<file path="config.mk">
export PLATFORM = sky130hd
export DESIGN_NAME = trap_ctrl
export DESIGN_NICKNAME = d
export VERILOG_FILES = /design/src/rtl/trap_ctrl.sv
export SDC_FILE = /design/constraint.sdc
export NUM_CORES = 1
export LEC_CHECK = 0
export CELL_PAD_IN_SITES_DETAIL_PLACEMENT = 1
export CELL_PAD_IN_SITES_GLOBAL_PLACEMENT = 2
export CORE_MARGIN = 2
export CORE_UTILIZATION = 23
export CTS_CLUSTER_DIAMETER = 60
export DETAILED_ROUTE_END_ITERATION = 12
export PLACE_DENSITY = 0.88
export SLEW_MARGIN = 40
export SYNTH_ARGS = -nofsm -noshare
export SYNTH_HDL_FRONTEND = slang
export SYNTH_SLANG_ARGS = --single-unit
</file>
<file path="constraint.sdc">
create_clock -name clk -period 4.5 [get_ports clk]
set_input_delay 0.9 -clock clk [delete_from_list [all_inputs] [get_ports clk]]
set_output_delay 0.9 -clock clk [all_outputs]
set_load 0.005 [all_outputs]
</file>
<file path="src/rtl/trap_ctrl.sv">
// trap_ctrl: machine-mode trap sequencer for the single-cycle core.
// At each instruction boundary it looks for an enabled interrupt, a
// synchronous exception or an mret. On a trap it stalls the instruction,
// latches cause/epc/mtval, pulses the CSR update strobes (SAVE) and then
// redirects the PC to the handler (JUMP). An mret is a single MRET cycle
// that restores mstatus and redirects to mepc. Every output except the
// IDLE-state stall is decoded from the state register.

module trap_ctrl #(
    parameter int XLEN = 32
) (
    input  logic            clk,
    input  logic            rst_n,
    input  logic            inst_valid_i,
    input  logic [XLEN-1:0] inst_pc_i,
    input  logic            excp_illegal_i,
    input  logic            excp_ecall_i,
    input  logic            excp_ebreak_i,
    input  logic            excp_ld_misalign_i,
    input  logic            excp_st_misalign_i,
    input  logic [XLEN-1:0] excp_addr_i,
    input  logic            mret_i,
    input  logic            int_soft_i,
    input  logic            int_time_i,
    input  logic            int_exte_i,
    input  logic            csr_mstatus_MIE_i,
    input  logic            csr_mie_msie_i,
    input  logic            csr_mie_mtie_i,
    input  logic            csr_mie_meie_i,
    input  logic [XLEN-1:0] csr_mtvec_i,
    input  logic [XLEN-1:0] csr_mepc_i,
    output logic            stall_o,
    output logic            cause_en_o,
    output logic            cause_int_o,
    output logic [3:0]      cause_code_o,
    output logic            epc_en_o,
    output logic [XLEN-1:0] epc_val_o,
    output logic            mtval_en_o,
    output logic [XLEN-1:0] mtval_val_o,
    output logic            mstatus_trap_o,
    output logic            mstatus_mret_o,
    output logic            redirect_en_o,
    output logic [XLEN-1:0] redirect_pc_o
);

    typedef enum logic [1:0] {
        ST_IDLE = 2'd0,
        ST_SAVE = 2'd1,
        ST_JUMP = 2'd2,
        ST_MRET = 2'd3
    } state_e;

    // mcause exception / interrupt codes
    localparam logic [3:0] CODE_ILLEGAL  = 4'd2;
    localparam logic [3:0] CODE_EBREAK   = 4'd3;
    localparam logic [3:0] CODE_LD_MIS   = 4'd4;
    localparam logic [3:0] CODE_ST_MIS   = 4'd6;
    localparam logic [3:0] CODE_ECALL    = 4'd11;
    localparam logic [3:0] CODE_IRQ_SOFT = 4'd3;
    localparam logic [3:0] CODE_IRQ_TIME = 4'd7;
    localparam logic [3:0] CODE_IRQ_EXTE = 4'd11;

    // Handler address: mtvec base, plus 4*code for vectored interrupts.
    function automatic logic [XLEN-1:0] handler_pc(
        input logic [XLEN-1:0] mtvec,
        input logic            is_int,
        input logic [3:0]      code
    );
        logic [XLEN-1:0] base;
        logic [XLEN-1:0] offs;
        base = {mtvec[XLEN-1:2], 2'b00};
        if ((mtvec[1:0] == 2'b01) && is_int) begin
            offs = {{(XLEN-6){1'b0}}, code, 2'b00};
        end else begin
            offs = {XLEN{1'b0}};
        end
        return base + offs;
    endfunction

    state_e          state_q, state_d;
    logic            int_q, int_d;
    logic [3:0]      code_q, code_d;
    logic [XLEN-1:0] epc_q, epc_d;
    logic [XLEN-1:0] mtval_q, mtval_d;

    logic            irq_exte_s, irq_soft_s, irq_time_s, irq_any_s;
    logic            excp_any_s;
    logic            at_boundary_s;
    logic            trap_det_s, mret_det_s;
    logic            det_int_s;
    logic [3:0]      det_code_s;
    logic [XLEN-1:0] det_mtval_s;
    logic [XLEN-1:0] jump_pc_s;

    // Event detection and cause prioritisation at the instruction boundary.
    always_comb begin
        irq_exte_s    = csr_mstatus_MIE_i & int_exte_i & csr_mie_meie_i;
        irq_soft_s    = csr_mstatus_MIE_i & int_soft_i & csr_mie_msie_i;
        irq_time_s    = csr_mstatus_MIE_i & int_time_i & csr_mie_mtie_i;
        irq_any_s     = irq_exte_s | irq_soft_s | irq_time_s;
        excp_any_s    = excp_illegal_i | excp_ecall_i | excp_ebreak_i |
                        excp_ld_misalign_i | excp_st_misalign_i;
        at_boundary_s = (state_q == ST_IDLE) & inst_valid_i;
        trap_det_s    = at_boundary_s & (irq_any_s | excp_any_s);
        mret_det_s    = at_boundary_s & mret_i & ~(irq_any_s | excp_any_s);

        det_int_s   = 1'b0;
        det_code_s  = 4'd0;
        det_mtval_s = {XLEN{1'b0}};
        if (irq_exte_s) begin
            det_int_s  = 1'b1;
            det_code_s = CODE_IRQ_EXTE;
        end else if (irq_soft_s) begin
            det_int_s  = 1'b1;
            det_code_s = CODE_IRQ_SOFT;
        end else if (irq_time_s) begin
            det_int_s  = 1'b1;
            det_code_s = CODE_IRQ_TIME;
        end else if (excp_illegal_i) begin
            det_code_s = CODE_ILLEGAL;
        end else if (excp_ecall_i) begin
            det_code_s = CODE_ECALL;
        end else if (excp_ebreak_i) begin
            det_code_s  = CODE_EBREAK;
            det_mtval_s = inst_pc_i;
        end else if (excp_ld_misalign_i) begin
            det_code_s  = CODE_LD_MIS;
            det_mtval_s = excp_addr_i;
        end else if (excp_st_misalign_i) begin
            det_code_s  = CODE_ST_MIS;
            det_mtval_s = excp_addr_i;
        end else begin
            det_code_s = 4'd0;
        end
    end

    // State and latched trap information registers.
    always_ff @(posedge clk or negedge rst_n) begin
        if (!rst_n) begin
            state_q <= ST_IDLE;
            int_q   <= 1'b0;
            code_q  <= 4'd0;
            epc_q   <= {XLEN{1'b0}};
            mtval_q <= {XLEN{1'b0}};
        end else begin
            state_q <= state_d;
            int_q   <= int_d;
            code_q  <= code_d;
            epc_q   <= epc_d;
            mtval_q <= mtval_d;
        end
    end

    // Next-state and trap-latch logic; inputs are only sampled in IDLE.
    always_comb begin
        state_d = state_q;
        int_d   = int_q;
        code_d  = code_q;
        epc_d   = epc_q;
        mtval_d = mtval_q;
        case (state_q)
            ST_IDLE: begin
                if (trap_det_s) begin
                    state_d = ST_SAVE;
                    int_d   = det_int_s;
                    code_d  = det_code_s;
                    epc_d   = inst_pc_i;
                    mtval_d = det_mtval_s;
                end else if (mret_det_s) begin
                    state_d = ST_MRET;
                end else begin
                    state_d = ST_IDLE;
                end
            end
            ST_SAVE: state_d = ST_JUMP;
            ST_JUMP: state_d = ST_IDLE;
            ST_MRET: state_d = ST_IDLE;
            default: state_d = ST_IDLE;
        endcase
    end

    // Handler target computed from the live mtvec and the latched cause.
    always_comb begin
        jump_pc_s = handler_pc(csr_mtvec_i, int_q, code_q);
    end

    // Output decode: strobes and redirect from the state register only.
    always_comb begin
        stall_o        = 1'b0;
        cause_en_o     = 1'b0;
        cause_int_o    = 1'b0;
        cause_code_o   = 4'd0;
        epc_en_o       = 1'b0;
        epc_val_o      = {XLEN{1'b0}};
        mtval_en_o     = 1'b0;
        mtval_val_o    = {XLEN{1'b0}};
        mstatus_trap_o = 1'b0;
        mstatus_mret_o = 1'b0;
        redirect_en_o  = 1'b0;
        redirect_pc_o  = {XLEN{1'b0}};
        case (state_q)
            ST_IDLE: begin
                stall_o = trap_det_s | mret_det_s;
            end
            ST_SAVE: begin
                stall_o        = 1'b1;
                cause_en_o     = 1'b1;
                cause_int_o    = int_q;
                cause_code_o   = code_q;
                epc_en_o       = 1'b1;
                epc_val_o      = epc_q;
                mtval_en_o     = 1'b1;
                mtval_val_o    = mtval_q;
                mstatus_trap_o = 1'b1;
            end
            ST_JUMP: begin
                stall_o       = 1'b1;
                redirect_en_o = 1'b1;
                redirect_pc_o = jump_pc_s;
            end
            ST_MRET: begin
                stall_o        = 1'b1;
                mstatus_mret_o = 1'b1;
                redirect_en_o  = 1'b1;
                redirect_pc_o  = csr_mepc_i;
            end
            default: begin
                stall_o = 1'b0;
            end
        endcase
    end

endmodule

</file>
==> impl_results.md <==
- Status: complete, no violations
- Post-DP HPWL: 13800 um
- Startpoint class of the critical path: input port
- Final core occ: 0.382
- Row count: 54
- Number of I/O port buffers: 251
- VDD IR max: 164 uV
- Worst Hold End: mtval_q[5]$_DFFE_PN0P_
- Worst reg2reg setup slack: 2160 ps
- First-pass GRT wire length: 30400 um
- Unique masters post-synth: 48
- CP Capture Type: output port
- Ranking of synthesized cells by area: dfrtp_1 (34%), mux2_4 (18%), and2_1 (9.3%)
- Critical path class: in2out
- Drt first pass iters: 4
- GRT overflow: 0
- Layout cell share with drive strength beyond 1: 0.158
- Reg2Reg Depth: 5
- Clock-pin slew on the worst setup and hold paths: 60 ps
- Clock buffer depth: 2
- Leakage: 3.61 nW
- Worst slew pin tran: 781 ps
- # DRC: 0
- CTS H-tree depth: 3
- Antenna fix cells: 0
- Crit path max-delay family: buffers and inverters
- Async S/R FF share, synth: 1.00
- Worst skew pair latency: 340 ps
- Total number of yosys warnings: 0
- DIE HEIGHT: approximately 150 um
- Slew Limit Fails: 0
- Post-synthesis instance total: 540
- Starting DRT DRC Count: 201
- WP buf/inv: 6
- Worst flop-to-flop path startpoint: state_q[0]$_DFF_PN0_
- Final ANT Viol Nets: 0
- Avg Inst Size Synth: between 9 and 10 sq um
- Vias/cell: 4.68
- Detailed Route WL: 19400 um
- Yosys top cell area share: 0.343
- Setup-failing EPs final: 0
- Clk sinks: 71
- Hold Crit Class: reg2reg
- WP data arrival: 3420 ps
- Slowest stage delay, CP: ~460 ps
- Comb pwr share: 0.368
- Most frequent cells in the layout: clkdlybuf4s50_1 (223), and2_1 (77), dfrtp_1 (71)
- Pwr dens: about 290 nW/um^2
- CP cell instances: clkdlybuf4s50_1 -> and3b_1 -> and2_1 -> ha_2 -> inv_2 -> fa_2 -> nand2b_4 -> a21oi_4 -> buf_6 -> buf_6 -> buf_4 -> xnor2_1 -> o21ai_1 -> and2_1 -> clkdlybuf4s15_1
- RSZ-0062 raised after global routing: true
- Period utilization: 0.959
- Die Wd: roughly 150 um
- Post-synthesis register bit count: between 70 and 80
- Inserted Clock Buffers: 9
- Rel. slew slack: 0.479
- Area of the core: 22000 sq um
- I/O pin cnt: 252
- Seq/Total Area, Yosys: 0.343
- Worst Hold Launch: mtval_q[5]$_DFFE_PN0P_
- NetSw: 725 uW
- RR Endpoint: mtval_q[29]$_DFFE_PN0P_
- Full die area: 23800 sq um
- Placed instance area: 7950 sq um
- Most common cell after layout, fill and taps aside: clkdlybuf4s50_1
- Hold path depth: 1
- Routability cong.: roughly 0.82
- Seq pwr share: 0.344
- CTS root buffer: clkbuf_16
- Fin area: 8390 sq um
- Area growth syn-to-layout: 61.8%
- Switching Share: 0.300
- Syn_nets: between 600 and 700
- DR vias: ~5000
- Setup TNS: 0 ps
- CP startpoint: csr_mtvec_i[0]
- Fmax: 232 MHz
- Critical-path maximum fanout: 6
- Fin. Hold Viols: 0
- Vias in the first global route: around 5400
- Crit path time final: 4320 ps
- Max-cap violation count: 0
- Routed WL per cell: around 18 um
- Post-synth top flop: dfrtp_1
- Critical Path RT: 3600 ps
- Initial antenna violation count: 3
- Yosys top cell by area: dfrtp_1
- Clk pwr share: 0.287
- EDFF count, synth: 0
- Mapped cell area: 5180 sq um
- Final Skew: 7.93 ps
- Internal power: roughly 1.7 mW
- Pin count of the biggest net entering global routing: 72
- Starting Density: 0.236
- Final nets: 929
- CTS tree: done
- Hold-fix buffers, CTS: 0
- Slowest CP cell: clkdlybuf4s50_1
- Total track usage: 0.162
how the worst max path moves through the flow:
stage                        end  slack (ps)  cells after the start
2_1_floorplan  redirect_pc_o[16]         660                     11
3_3_place_gp   redirect_pc_o[30]        -110                     13
3_5_place_dp   redirect_pc_o[30]        -190                     13
4_1_cts        redirect_pc_o[15]        -120                     12
5_1_grt        redirect_pc_o[28]         -10                     15
6_report        redirect_pc_o[6]         180                     15
cell type report:
cell class,count,area [sq um]
clock buffers,10,239
clock inverters,6,45.0
fillers,2505,13600
inverters,6,22.5
multi-input cells,418,3220
flip-flops and latches,71,1780
well taps,280,350
repair buffers,274,2740
cells in the mapped netlist, types with 2 or more instances:
library cell  instances
nand2b_1              2
buf_6                 8
ha_1                  4
nor3_1                3
mux2i_1               2
and2_1               77
dfrtp_1              71
and3_1                9
nand2_1              13
mux2_4               63
o21ai_0              30
clkbuf_1             26
nand4b_1              2
buf_1                 2
buf_2                 6
inv_1                 6
o21bai_1              2
nand4_1               9
buf_4                 3
nor3b_1              33
nand3_1              13
a21oi_1              58
nor2b_1               3
and4_1                2
xnor2_1               2
nor2_1               44
xor2_1               25
a31oi_1               2
power groups by stage:
stage / combinational [mW] / clock (mW) / sequential [mW]
floorplan: 0.469 / 0 / 0.809
global placement: 0.875 / 0 / 0.838
detailed placement: 0.889 / 0 / 0.838
CTS: 0.892 / 0.720 / 0.833
global route: 0.965 / 0.744 / 0.849
finish: 0.889 / 0.693 / 0.831
cells by family after synthesis:
kind of cell / synth area share
AND/OR/NAND/NOR: 0.244
AO/OA/AOI/OAI: 0.114
flip-flops: 0.343
multiplexers: 0.188
buffers and inverters: 0.0521
XOR/XNOR: 0.0456
adder cells (fa/ha/maj): 0.0135
metal layers:
layer,up-vias,wire length [um],GRT usage,share of wire
met5,-,13,0,0.00067
met4,2,319,0.0432,0.016
met3,26,1620,0.0555,0.084
met2,184,9100,0.272,0.47
met1,2423,8350,0.199,0.43
li1,2346,-,-,-
registers in the layout (all words and copies together) (netlist names):
register	cells
state_q	2
int_q	1
mtval_q	32
epc_q	32
code_q	4
what timing repair did:
action                                  4_1_cts  5_1_grt
cloned                                        2        0
setup buffers                                 1        4
hold endpoints to repair                      0        0
pin swaps                                     1       13
endpoints found under the setup margin       17       21
gates resized for setup                      25       33
stage by stage:
step           total power [mW]  setup slack [ps]  std cells  hold WS, ps
5_1_grt                    2.56             -14.9       1065          515
4_1_cts                    2.45              -115       1061          506
3_3_place_gp               1.71              -105       1042          483
3_5_place_dp               1.73              -187       1042          487
6_report                   2.41               182       1065          504
2_1_floorplan              1.28               659        540          472
No activity file was read; power rests on OpenSTA's default activity.
